[src/rtl/hex_scan_mux.sv]
// hex_scan_mux
//   Multi-channel hex display scanner. It captures NUM_CH result words into shadow registers
//   whenever io_din_valid is high. At each frame boundary it freezes one word (frame_word) so
//   that the digits shown never tear mid-frame. It then scans that word one nibble at a time
//   onto the board digit mux. The channel shown either rotates automatically, advancing every
//   DWELL frames, or follows the operator's ch_sel.
//
// Optional feature: define HEX_SCAN_BLANK_EN to enable leading-zero blanking on BLANK.
// Without it, BLANK is tied low.
//
// Ports
//   clock        in  system clock, posedge
//   reset        in  synchronous active-high reset
//   io_din       in  NUM_CH packed words, channel c at [c*DATA_W +: DATA_W]
//   io_din_valid in  capture io_din into the shadow registers
//   mode_auto    in  1 = rotate channels, 0 = show ch_sel
//   ch_sel       in  manual channel select (clamped to NUM_CH-1)
//   AN           out digit index, 0 = least significant nibble
//   D            out nibble for digit AN
//   CH           out channel of the current frame
//   BLANK        out digit must be dark (leading-zero blanking)
//   digit_strobe out one-cycle pulse when AN/D first show a new digit
module hex_scan_mux #(
   parameter int unsigned NUM_CH   = 4,
   parameter int unsigned DATA_W   = 32,
   parameter int unsigned SCAN_DIV = 1,
   parameter int unsigned DWELL    = 1,
   localparam int unsigned DIGITS  = DATA_W / 4,
   localparam int unsigned CH_W    = (NUM_CH > 1) ? $clog2(NUM_CH) : 1,
   localparam int unsigned AN_W    = (DIGITS > 1) ? $clog2(DIGITS) : 1
) (
   input  logic                       clock,
   input  logic                       reset,
   input  logic [NUM_CH*DATA_W-1:0]   io_din,
   input  logic                       io_din_valid,
   input  logic                       mode_auto,
   input  logic [CH_W-1:0]            ch_sel,
   output logic [AN_W-1:0]            AN,
   output logic [3:0]                 D,
   output logic [CH_W-1:0]            CH,
   output logic                       BLANK,
   output logic                       digit_strobe
);

   localparam int unsigned CNT_W = (SCAN_DIV > 1) ? $clog2(SCAN_DIV) : 1;
   localparam int unsigned DWL_W = (DWELL > 1) ? $clog2(DWELL) : 1;

   // State
   logic [DATA_W-1:0] r_shadow [NUM_CH];
   logic [DATA_W-1:0] r_frame_word;
   logic [CNT_W-1:0]  r_cnt;
   logic [AN_W-1:0]   r_dig;
   logic [DWL_W-1:0]  r_dwell;
   logic [CH_W-1:0]   r_ch;
   // Set by reset. Marks the all-zero frame shown right after reset, which does not count
   // toward dwell.
   logic              r_first;
   logic              r_tick_q;
   logic [AN_W-1:0]   r_an;
   logic [3:0]        r_d;
   logic              r_strobe;

   // Next-state / combinational
   logic              w_tick;
   logic              w_frame_end;
   logic [CNT_W-1:0]  w_cnt_next;
   logic [AN_W-1:0]   w_dig_next;
   logic [CH_W-1:0]   w_next_ch;
   logic [DWL_W-1:0]  w_next_dwell;
   logic [3:0]        w_nibble;
   logic              w_blank;

   always_comb begin
      w_tick      = (r_cnt == CNT_W'(SCAN_DIV - 1));
      w_frame_end = w_tick && (r_dig == AN_W'(DIGITS - 1));

      w_cnt_next = w_tick ? '0 : r_cnt + CNT_W'(1);

      w_dig_next = r_dig;
      if (w_tick) begin
         w_dig_next = (r_dig == AN_W'(DIGITS - 1)) ? '0 : r_dig + AN_W'(1);
      end

      // Channel for the next frame. Only consumed at frame end, so mid-frame changes to
      // mode_auto/ch_sel take effect at the boundary only.
      w_next_ch    = r_ch;
      w_next_dwell = r_dwell;
      if (!mode_auto) begin
         w_next_dwell = '0;
         if (32'(ch_sel) >= NUM_CH) begin
            w_next_ch = CH_W'(NUM_CH - 1);
         end else begin
            w_next_ch = ch_sel;
         end
      end else if (r_first) begin
         // The reset frame is not counted; the next frame shows the current channel.
         w_next_ch    = r_ch;
         w_next_dwell = r_dwell;
      end else if (r_dwell == DWL_W'(DWELL - 1)) begin
         w_next_dwell = '0;
         w_next_ch    = (r_ch == CH_W'(NUM_CH - 1)) ? '0 : r_ch + CH_W'(1);
      end else begin
         w_next_dwell = r_dwell + DWL_W'(1);
      end

      w_nibble = 4'(r_frame_word >> {r_dig, 2'b00});

`ifdef HEX_SCAN_BLANK_EN
      // Dark when this nibble and every nibble above it is zero. Digit 0 always shows.
      w_blank = (r_dig != '0) && ((r_frame_word >> {r_dig, 2'b00}) == '0);
`else
      w_blank = 1'b0;
`endif
   end

   // Shadow capture
   always_ff @(posedge clock) begin
      if (reset) begin
         for (int c = 0; c < NUM_CH; c++) begin
            r_shadow[c] <= '0;
         end
      end else if (io_din_valid) begin
         for (int c = 0; c < NUM_CH; c++) begin
            r_shadow[c] <= io_din[c*DATA_W +: DATA_W];
         end
      end
   end

   // Scan timing, frame freeze and channel selection
   always_ff @(posedge clock) begin
      if (reset) begin
         r_cnt        <= '0;
         r_dig        <= '0;
         r_dwell      <= '0;
         r_ch         <= '0;
         r_first      <= 1'b1;
         r_frame_word <= '0;
         r_tick_q     <= 1'b0;
      end else begin
         r_cnt    <= w_cnt_next;
         r_dig    <= w_dig_next;
         r_tick_q <= w_tick;
         if (w_frame_end) begin
            // The shadow is read before this edge's capture, so a coincident io_din_valid
            // shows up one frame later.
            r_frame_word <= r_shadow[w_next_ch];
            r_ch         <= w_next_ch;
            r_dwell      <= w_next_dwell;
            r_first      <= 1'b0;
         end
      end
   end

   // Registered display outputs. r_tick_q marks the cycle r_dig took a new value, so the
   // strobe lands on the first cycle AN shows it.
   always_ff @(posedge clock) begin
      if (reset) begin
         r_an     <= '0;
         r_d      <= '0;
         r_strobe <= 1'b0;
      end else begin
         r_an     <= r_dig;
         r_d      <= w_nibble;
         r_strobe <= r_tick_q;
      end
   end

`ifdef HEX_SCAN_BLANK_EN
   logic r_blank;

   always_ff @(posedge clock) begin
      if (reset) begin
         r_blank <= 1'b0;
      end else begin
         r_blank <= w_blank;
      end
   end

   assign BLANK = r_blank;
`else
   logic w_blank_unused;

   assign w_blank_unused = w_blank;
   assign BLANK          = 1'b0;
`endif

   assign AN           = r_an;
   assign D            = r_d;
   assign CH           = r_ch;
   assign digit_strobe = r_strobe;

endmodule

[config.mk]
export PLATFORM = sky130hd
export DESIGN_NAME = hex_scan_mux
export DESIGN_NICKNAME = d
export VERILOG_FILES = /design/src/rtl/hex_scan_mux.sv
export SDC_FILE = /design/constraint.sdc
export NUM_CORES = 1
export LEC_CHECK = 0
export CELL_PAD_IN_SITES_DETAIL_PLACEMENT = 1
export CELL_PAD_IN_SITES_GLOBAL_PLACEMENT = 1
export CORE_UTILIZATION = 38
export CTS_CLUSTER_DIAMETER = 200
export DETAILED_ROUTE_END_ITERATION = 10
export PLACE_DENSITY_LB_ADDON = 0.1
export SYNTH_ARGS = -nofsm -noshare
export SYNTH_HDL_FRONTEND = slang
export SYNTH_SLANG_ARGS = --single-unit
[constraint.sdc]
create_clock -name clock -period 3.1 [get_ports clock]
set_input_delay 0.775 -clock clock [delete_from_list [all_inputs] [get_ports clock]]
set_output_delay 0.775 -clock clock [all_outputs]
set_load 0.01 [all_outputs]
* Yosys cells after proc, flatten, opt, wreduce, memory -nomap -nowiden *
Memories as Yosys holds them, arrays and structs flattened. A register that Yosys moved wholly into a read port is not among the register bits.
Index checks and enable logic that the tools add are counted.

cells by class
  bitwise operators = 5
  mux-type cells = 17
  eq/ne operators = 3
  $add $sub $neg = 4
  multiply operators = 0
  shift operators = 1
  magnitude comparators = 0
  reduce and logical (&&, ||, !) cells = 3
  divide/modulo/power cells = 0

operators with widths
  operator             count
  $mux 32              4
  $shr 32x5->4         1
  $mux 1               8
  $mux 2               4
  $or 1x1->1           4
  $add 3x1->3 const B  1
  $eq 3x3->1 const B   1
  $mux 3               1
  $add 1x1->1 const B  2
  $add 2x1->2 const B  1
  $eq 2x2->1 const B   1
  $ne 2x2->1 const B   1
  $reduce_and 2->1     1
  $reduce_or 2->1      1
  $logic_and 1x1->1    1
  $not 1->1            1

word-level totals
  register bits = 17
  bits in writable memories = 128
  bits in latches = 0
  word-level logic and storage cells = 43
  memories kept = 1
  bits of input ports = 134
  output and inout bits = 11
  bits in read-only memories = 0

memory list
  memory    words  width  read ports  clocked after Yosys merged registers in  write ports  RTL line  text
  r_shadow  4      32     1           1                                        4            49        logic [DATA_W-1:0] r_shadow [NUM_CH];

* Longest topological paths before layout *
Gate-level depths: netlist of the first run.

  word-level depth = 5
  gate-level depth with buffers = 8
  mapped depth without buffers = 6

* Worst setup path after synthesis of the first run *
OpenSTA, ideal clock, no wires.

  path type = in2reg
  from = in reset
  to = mem r_shadow[0][0] (enable)
  setup slack = -223 ps
  buffers on the path = 2
  required time = 2667 ps
  data arrival time = 2890 ps
  setup time = 433 ps
  stages on the path = 3
  path through = clkbuf_1 -> clkbuf_1 -> or2_2

RTL lines
  item             RTL line  text
  start, declared  33        input logic reset,
  end, declared    49

* Final worst setup path of the first run *
  from = reg r_ch[0], in the netlist CH[0]
  to = reg r_frame_word[18] (read register of r_shadow)

between the ends
  cells in the longest elaborated chain, start to end = 5

ends and longest elaborated chain
  item                                       RTL line  text
  start, declared                            54        logic [CH_W-1:0] r_ch;
  start signal, assigned                     147       r_ch <= w_next_ch;
  $add 2x1->2 or $eq 2x2->1 (tied branches)  101       w_next_ch = (r_ch == CH_W'(NUM_CH - 1)) ? '0 : r_ch + CH_W'(1);
  $mux 2                                     101
  $mux 2                                     99        end else if (r_dwell == DWL_W'(DWELL - 1)) begin
  $mux 2 (*)                                 95        end else if (r_first) begin
  $mux 2 (*)                                 88        if (!mode_auto) begin
  end, declared                              50        logic [DATA_W-1:0] r_frame_word;

Every way passes the cells marked *; elsewhere a longest branch is shown, timed or not.
A chain may end at the register's enable or synchronous reset.

==> flow_summary.json, run 1 <==
{
  "boundaryPins": 145,
  "maxSlewHeadroom_pct": 10.4,
  "fmax_mhz": 420,
  "clock_latency_ps": 430,
  "critPathMaxFanout": 16,
  "cts_tree": "built",
  "ctsResizeCount": 0,
  "setup_viol": 0,
  "worst-r2r-setup-slack_ps": 720,
  "initial_core_util_pct": 38.8,
  "ys_seq_elements": 176,
  "final-max-slew-violation-count": 0,
  "path_class": "reg2reg",
  "postCtsSetupBuffers": 0,
  "hold_viol": 0,
  "tightest_slew_ps": 1340,
  "synth_top_family_by_area": "simple AND/OR/NAND/NOR gates",
  "rr_startpoint": "CH[0]",
  "critPathCapture": "r_frame_word[18]",
  "power.density_mw_per_mm2": 515,
  "die_h_um": 149,
  "startpoint": "CH[0]",
  "globalRouteTotalUtil_pct": 18.4,
  "total_power_mw": 5.38,
  "synthesis.area_mm2": 0.00816,
  "htreeDepth": 4,
  "finalNetCount": 902,
  "ys_types": 41,
  "rsz0062_at_grt": "no",
  "grt_start_max_net_pins": 78,
  "cts_root_buf": "clkbuf_16",
  "cp.arrival_ps": 2720,
  "syn_inst": 642,
  "drive_gt1_share_pct": 10.2,
  "p_leak_nw": 3.87,
  "clkTransAtPathRegs_ps": 60,
  "synth-warning-count": 0,
  "overflow": 0,
  "period_needed_ps": 2380,
  "cts_inserted_buffers": 17,
  "tns_ps": 0,
  "peakVddDrop_mv": 0.263,
  "r2r_cells": 5,
  "finalWirelength_um": 19500,
  "clockBufferDepth": 2,
  "vias_per_cell": 5.14,
  "synth_xor_area_share_pct": 0,
  "grt_antenna_before_repair": 0,
  "antenna_left": 0,
  "grt_pass1_wl_um": 30700,
  "crit_required_ps": 3440,
  "grt_pass1_vias": 5727,
  "drt_iter0_drc": 242,
  "diodes": 0,
  "numPortBuffers": 143,
  "synthSimpleGateAreaFrac_pct": 14.0,
  "fill_cells": 2142,
  "final_cell_mix": "clkdlybuf4s50_1 (141), and2_1 (129), edfxtp_1 (128)",
  "drc_errors": 0,
  "synth_compound_area_share_pct": 12.4,
  "period_share_pct": 76.7,
  "routedWlPerCell_um": 18.6,
  "avgSynthCellArea_um2": 12.7,
  "dr.pass1.iters": 4,
  "dieArea_mm2": 0.0221,
  "status": "completed",
  "finClkSkew_ps": 9.66,
  "area_growth_pct": 28.2,
  "synth.area.mux_share_pct": 10.9,
  "seq_area_frac_synth_pct": 58.9,
  "rr_endpoint": "r_frame_word[18]",
  "end_kind": "flip-flop",
  "vias": 5414,
  "clock-sinks": 176,
  "hpwl_um": 13500,
  "startpoint_type": "flip-flop",
  "rows": 53,
  "layout_commonest_cell": "clkdlybuf4s50_1",
  "synth_fa_ha_area_share_pct": 0.460,
  "place.gp.congestion": 0.772,
  "min_path_type": "reg2reg",
  "die_w_um": 149,
  "drv_cap": 0,
  "core-area_mm2": 0.0210,
  "hold_buffers": 0
}
sequential cells by signal, summed over array words and instances (netlist names):
register and count:
r_shadow 128, r_frame_word 32, D 4, AN 3, r_dig 3, CH 2, digit_strobe 1, r_cnt 1
r_first 1, r_tick_q 1
power by group:
group | switching (mW) | internal [mW] | total (mW)
clock network | 0.918 | 1.22 | 2.13
registers | 0.0533 | 2.68 | 2.73
logic | 0.234 | 0.283 | 0.517
worst min path at each step:
stage          depth (start not counted)     start            to  slack [ps]
2_1_floorplan                          1  r_tick_q  digit_strobe         410
3_3_place_gp                           1  r_tick_q  digit_strobe         430
3_5_place_dp                           1  r_tick_q  digit_strobe         430
4_1_cts                                1  r_tick_q  digit_strobe         450
5_1_grt                                1  r_tick_q  digit_strobe         470
6_report                               1  r_tick_q  digit_strobe         440
Yosys cell counts:
master / n / share of area [%]
mux4_2: 8 / 2.2
or2_2: 1 / 0.077
ha_1: 3 / 0.46
nor2_1: 30 / 1.4
nand3b_1: 8 / 0.74
nor3_1: 1 / 0.061
edfxtp_1: 128 / 47
o211ai_1: 9 / 0.83
buf_2: 12 / 0.74
o21bai_1: 10 / 0.92
o21a_1: 1 / 0.092
a221oi_2: 9 / 1.7
inv_1: 1 / 0.046
conb_1: 1 / 0.046
or3_4: 1 / 0.14
o221ai_1: 8 / 0.86
a221oi_1: 16 / 1.7
clkbuf_1: 37 / 1.7
a21o_1: 1 / 0.092
nand2b_1: 2 / 0.15
dfxtp_1: 48 / 12
a2111oi_0: 2 / 0.21
a211oi_2: 1 / 0.15
mux2_2: 1 / 0.14
o21ai_2: 1 / 0.11
buf_6: 3 / 0.41
o21ai_0: 28 / 1.7
a21boi_0: 1 / 0.092
or3b_1: 1 / 0.11
a211oi_1: 29 / 2.7
buf_1: 2 / 0.092
a31oi_4: 1 / 0.26
nor2b_1: 6 / 0.46
o31ai_1: 1 / 0.092
o211ai_2: 5 / 0.77
and3_1: 1 / 0.077
a21oi_1: 3 / 0.18
nand2_1: 19 / 0.87
mux2i_1: 70 / 8.6
and2_1: 129 / 9.9
buf_4: 3 / 0.28
layer usage:
| layer | part of all wire, % | vias up | GRT usage, % |
|---|---|---|---|
| met5 | 0 | - | 0 |
| met4 | 1.3 | 0 | 5.98 |
| met3 | 3.9 | 15 | 3.80 |
| met2 | 49 | 112 | 31.3 |
| met1 | 46 | 2663 | 23.4 |
| li1 | - | 2624 | - |
cell families (layout without fill, tap and decap cells):
family	count (synthesis)	in the layout
compound gates	126	126
fa+ha+maj	3	3
buf+inv	58	193
flops	176	176
mux	79	79
other cells	1	2
simple gates	199	199
critical path: stages (launching register included):
cell and delay [ps]:
dfxtp_1 350, ha_1 300, mux2i_2 80, nor2_1 1020, a221oi_1 290, o221ai_1 250
final cells by class:
cell class,instances,area [um^2],area share [%]
repair buffers,160,1620,15.5
inverters,1,3.75,0.0359
flip-flops and latches,176,4800,45.9
multi-input cells,409,3100,29.7
well taps,275,344,3.29
clock buffers,20,447,4.27
clock inverters,12,136,1.30
per-stage QoR:
stage | setup WS (ps) | utilization (%) | instances | instance area, um^2 | hold WS (ps)
floorplan | 408 | - | 643 | 8160 | 414
global placement | 75.2 | 46.8 | 1020 | 9850 | 431
detailed placement | -11.4 | 46.8 | 1020 | 9850 | 431
CTS | 431 | 49.6 | 1052 | 10400 | 446
global route | 542 | 49.7 | 1053 | 10500 | 469
finish | 722 | 49.7 | 1053 | 10500 | 440
Power figures use the tool's default switching activity.
==> inputs of run 2 (changes only) <==
Clock period 3.1 ns to 2.16 ns, I/O delays scaled along.
==> run 2 against run 1 <==
Worst setup slack worse by 630 ps. Utilization up 1.2 points. Combinational power up 48%. Register-to-register slack worse by 630 ps. Clock skew up 0.86 ps.
==> flow_summary.json, run 2 (synthesis results as in run 1) <==
{
  "status": "completed",
  "path_class": "reg2reg",
  "internal_power_mw": 6.21,
  "top_register": "r_shadow",
  "fmax_mhz": 484,
  "area_growth_pct": 31.4,
  "dr.pass1.iters": 4,
  "r2r_cells": 6,
  "sw_frac_of_total_pct": 21.5,
  "rsz0062_at_grt": "yes",
  "routedWlPerCell_um": 18.2,
  "multiInputGateArea_mm2": 0.00312,
  "dieArea_mm2": 0.0221,
  "diodes": 0,
  "regArea_mm2": 0.00480,
  "initial_core_util_pct": 38.8,
  "hp-start": "r_tick_q",
  "numPortBuffers": 143,
  "clkTransAtPathRegs_ps": 70,
  "startpoint_type": "flip-flop",
  "vias": 5485,
  "peakVddDrop_mv": 0.419,
  "tightest_slew_ps": 890,
  "setup_viol": 0,
  "largest_register_ffs": 128,
  "layout_commonest_cell": "clkdlybuf4s50_1",
  "switchingPower_mw": 1.70,
  "critPathMaxFanout": 28,
  "hold_ws_ps": 455,
  "clock_latency_ps": 430,
  "period_needed_ps": 2070,
  "rr_startpoint": "CH[0]",
  "drc_errors": 0,
  "post-route-cell-area_mm2": 0.0107,
  "end_kind": "flip-flop",
  "htreeDepth": 4,
  "clock-sinks": 176,
  "place.gp.congestion": 0.784,
  "finClkSkew_ps": 10.5,
  "whs_endpoint": "digit_strobe",
  "final-max-slew-violation-count": 0,
  "drive_gt1_share_pct": 12.4,
  "boundaryPins": 145,
  "hold_viol": 0,
  "cp.arrival_ps": 2340,
  "min_path_type": "reg2reg",
  "finalWirelength_um": 19500,
  "grt_antenna_before_repair": 0,
  "p_leak_nw": 4.00,
  "grt_pass1_wl_um": 30700,
  "hpwl_um": 14200,
  "drt_iter0_drc": 226,
  "tns_ps": 0,
  "clockPowerShare_pct": 40.7,
  "postLayoutCoreUtil_pct": 51.0,
  "power.density_mw_per_mm2": 738,
  "rr_endpoint": "r_frame_word[22]",
  "period_share_pct": 95.7,
  "clockBufferDepth": 2,
  "globalRouteTotalUtil_pct": 18.4,
  "grt_pass1_vias": 5744,
  "placed_cell_area_mm2": 0.0101,
  "cts_inserted_buffers": 17,
  "core-area_mm2": 0.0210,
  "worst-r2r-setup-slack_ps": 90,
  "rows": 53,
  "final_cell_mix": "clkdlybuf4s50_1 (141), and2_1 (129), edfxtp_1 (128)",
  "vias_per_cell": 5.11,
  "p_comb_share_pct": 9.7,
  "finalNetCount": 922,
  "fill_cells": 2130,
  "die_w_um": 149,
  "die_h_um": 149,
  "maxSlewHeadroom_pct": 40.5,
  "overflow": 0,
  "drv_cap": 0,
  "crit_required_ps": 2430,
  "antenna_left": 0,
  "grt_start_max_net_pins": 65,
  "pwr-share-seq_pct": 49.6,
  "cts_root_buf": "clkbuf_16",
  "whs_path_depth": 1,
  "cts_tree": "built"
}
run 2: worst max path at each step:
stage                   start          endpoint  slack (ps)  depth (start not counted)
finish                  CH[0]  r_frame_word[22]          90                          6
floorplan               reset    r_shadow[0][0]         -10                          3
global placement    ch_sel[0]  r_frame_word[20]        -170                          6
global route            CH[0]  r_frame_word[11]           1                          5
CTS                     CH[0]  r_frame_word[20]          30                          6
detailed placement  ch_sel[0]  r_frame_word[20]        -220                          6
run 2: repair_timing:
| item | CTS | global route |
|---|---|---|
| hold buffers | 0 | 0 |
| endpoints found under the setup margin | 8 | 5 |
| buffers inserted | 0 | 0 |
| gates resized for setup | 1 | 3 |
run 2: critical path, cell delays in order, from the launching register on:
cell and delay, ps:
dfxtp_1 350, ha_1 210, or3_4 360, a31oi_4 230
buf_12 250, mux2i_1 380, o211ai_1 130
run 2: metrics by stage:
stage / power, mW / cells / worst slack [ps]
after floorplan: 4.35 / 643 / -13.1
after global placement: 4.75 / 1041 / -173
after detailed placement: 4.77 / 1041 / -220
after CTS: 8.00 / 1073 / 34.1
after global routing: 8.19 / 1073 / 1.17
final: 7.90 / 1073 / 92.5
run 2: per-layer routing:
layer	track usage [%]	vias up	routed length, um
met2	31.1	132	9690
met1	23.6	2672	8860
li1	-	2666	-
met3	3.34	15	704
met4	6.44	0	268
met5	0	-	0
run 2: cell type report:
| type | instances | share of cell area [%] |
|---|---|---|
| inverter | 1 | 0.0350 |
| multi-input combinational | 409 | 29.1 |
| clock inverter | 15 | 1.78 |
| clock buffer | 17 | 3.97 |
| sequential | 176 | 44.8 |
| timing repair buffer | 180 | 17.1 |
| tap | 275 | 3.21 |
run 2: power by group through the flow:
stage	Sequential, mW	Clock, mW	Combinational (mW)
after floorplan	3.96	0	0.383
after global placement	3.99	0	0.755
after detailed placement	4.00	0	0.774
after CTS	3.93	3.30	0.779
after global routing	3.94	3.42	0.832
final	3.92	3.22	0.763
==> inputs of run 3 (changes only) <==
Settings changed: MAX_ROUTING_LAYER set to met4.
==> run 3 against run 2 <==
Worst hold slack hardly changed. Worst setup slack worse by 6.9 ps. Sequential power hardly changed. Fmax is 0.33% lower. Routed wire length is 0.39% higher. Non-clock buffer count stayed put. Highest routed layer unchanged. Largest cell class unchanged. First-iteration DRC count is 14% higher. Critical endpoint unchanged. Count of clock-buffer cells in the layout stayed put.
==> flow_summary.json, run 3 (synthesis results as in run 1) <==
{
  "status": "completed",
  "layout_commonest_cell": "clkdlybuf4s50_1",
  "die_w_um": 149,
  "largest_register_ffs": 128,
  "peakVddDrop_mv": 0.422,
  "path_class": "reg2reg",
  "fmax_mhz": 482,
  "core-area_mm2": 0.0210,
  "drc_errors": 0,
  "final-max-slew-violation-count": 0,
  "grt_start_max_net_pins": 65,
  "initial_core_util_pct": 38.8,
  "min_path_type": "reg2reg",
  "cp.arrival_ps": 2340,
  "rows": 53,
  "diodes": 0,
  "drv_cap": 0,
  "p_leak_nw": 4.00,
  "clock-sinks": 176,
  "routedWlPerCell_um": 18.3,
  "postCtsSetupBuffers": 0,
  "dr.pass1.iters": 4,
  "numPortBuffers": 143,
  "final_cell_mix": "clkdlybuf4s50_1 (141), and2_1 (129), edfxtp_1 (128)",
  "finalWirelength_um": 19600,
  "die_h_um": 149,
  "place.gp.congestion": 0.795,
  "startpoint_type": "flip-flop",
  "dieArea_mm2": 0.0221,
  "cts_root_buf": "clkbuf_16",
  "period_needed_ps": 2070,
  "dp.cells": 1041,
  "area_growth_pct": 31.4,
  "power.density_mw_per_mm2": 738,
  "grt_antenna_before_repair": 0,
  "clockBufferDepth": 2,
  "grt_pass1_wl_um": 30600,
  "clock_latency_ps": 430,
  "finClkSkew_ps": 10.4,
  "crit_required_ps": 2430,
  "hold_viol": 0,
  "globalRouteTotalUtil_pct": 19.0,
  "top_register": "r_shadow",
  "fin_cells": 1073,
  "vias": 5475,
  "setup_viol": 0,
  "finalNetCount": 922,
  "vias_per_cell": 5.10,
  "hold_buffers": 0,
  "maxSlewHeadroom_pct": 38.5,
  "antenna_left": 0,
  "grt_pass1_vias": 5749,
  "critPathMaxFanout": 28,
  "tightest_slew_ps": 919,
  "htreeDepth": 4,
  "rsz0062_at_grt": "yes",
  "drt_iter0_drc": 257,
  "end_kind": "flip-flop",
  "cts_inserted_buffers": 17,
  "boundaryPins": 145,
  "drive_gt1_share_pct": 12.4,
  "cts_tree": "built",
  "clkTransAtPathRegs_ps": 70,
  "ctsResizeCount": 1,
  "hpwl_um": 14200,
  "period_share_pct": 96.0,
  "total_power_mw": 7.91,
  "overflow": 0,
  "hold_ws_ps": 455
}
## run 3: cell counts in the layout (fill, tap and decap cells not counted)
Identical to the previous run, type by type.
## run 3: area by class of cell
| cell class | instances | area, um^2 |
|---|---|---|
| fill | 2130 | 10300 |
| clock buffer | 17 | 425 |
| clock inverter | 15 | 190 |
| tap | 275 | 344 |
| multi-input combinational | 409 | 3120 |
| timing repair buffer | 180 | 1830 |
| inverter | 1 | 3.75 |
| sequential | 176 | 4800 |
## run 3: worst paths after layout
path                            cells after the start      from                to  slack (ps)
worst min-delay path                                1  r_tick_q      digit_strobe         450
worst max register to register                      6     CH[0]  r_frame_word[22]          90
worst max-delay path                                6     CH[0]  r_frame_word[22]          90
worst min register to register                      1  r_tick_q      digit_strobe         450
## run 3: power by group
group / internal [mW] / switching, mW / leakage, nW / total [mW]
combinational: 0.433 / 0.332 / 1.94 / 0.765
sequential: 3.84 / 0.0793 / 1.76 / 3.92
clock: 1.93 / 1.29 / 0.294 / 3.22
total: 6.21 / 1.70 / 4.00 / 7.91
## run 3: metal layers
layer | up-vias | global-route usage (%) | wire (um)
li1 | 2659 | - | -
met1 | 2687 | 23.6 | 9010
met2 | 110 | 31.1 | 9660
met3 | 19 | 3.31 | 626
met4 | 0 | 6.44 | 299
met5 | - | - | 0
## run 3: through the flow
| stage | utilization (%) | cell area [um^2] | TNS, ps | worst slack (ps) |
|---|---|---|---|---|
| after floorplan | - | 8190 | -1680 | -13.1 |
| after global placement | 47.9 | 10100 | -1580 | -173 |
| after detailed placement | 47.9 | 10100 | -2400 | -220 |
| after CTS | 50.9 | 10700 | 0 | 34.1 |
| after global routing | 51.0 | 10700 | 0 | 0.937 |
| final | 51.0 | 10700 | 0 | 85.6 |
## run 3: critical path, stage by stage, from the launching register on
cell and delay (ps):
dfxtp_1 350, ha_1 210, or3_4 360, a31oi_4 230, buf_12 270, mux2i_1 370, o211ai_1 130
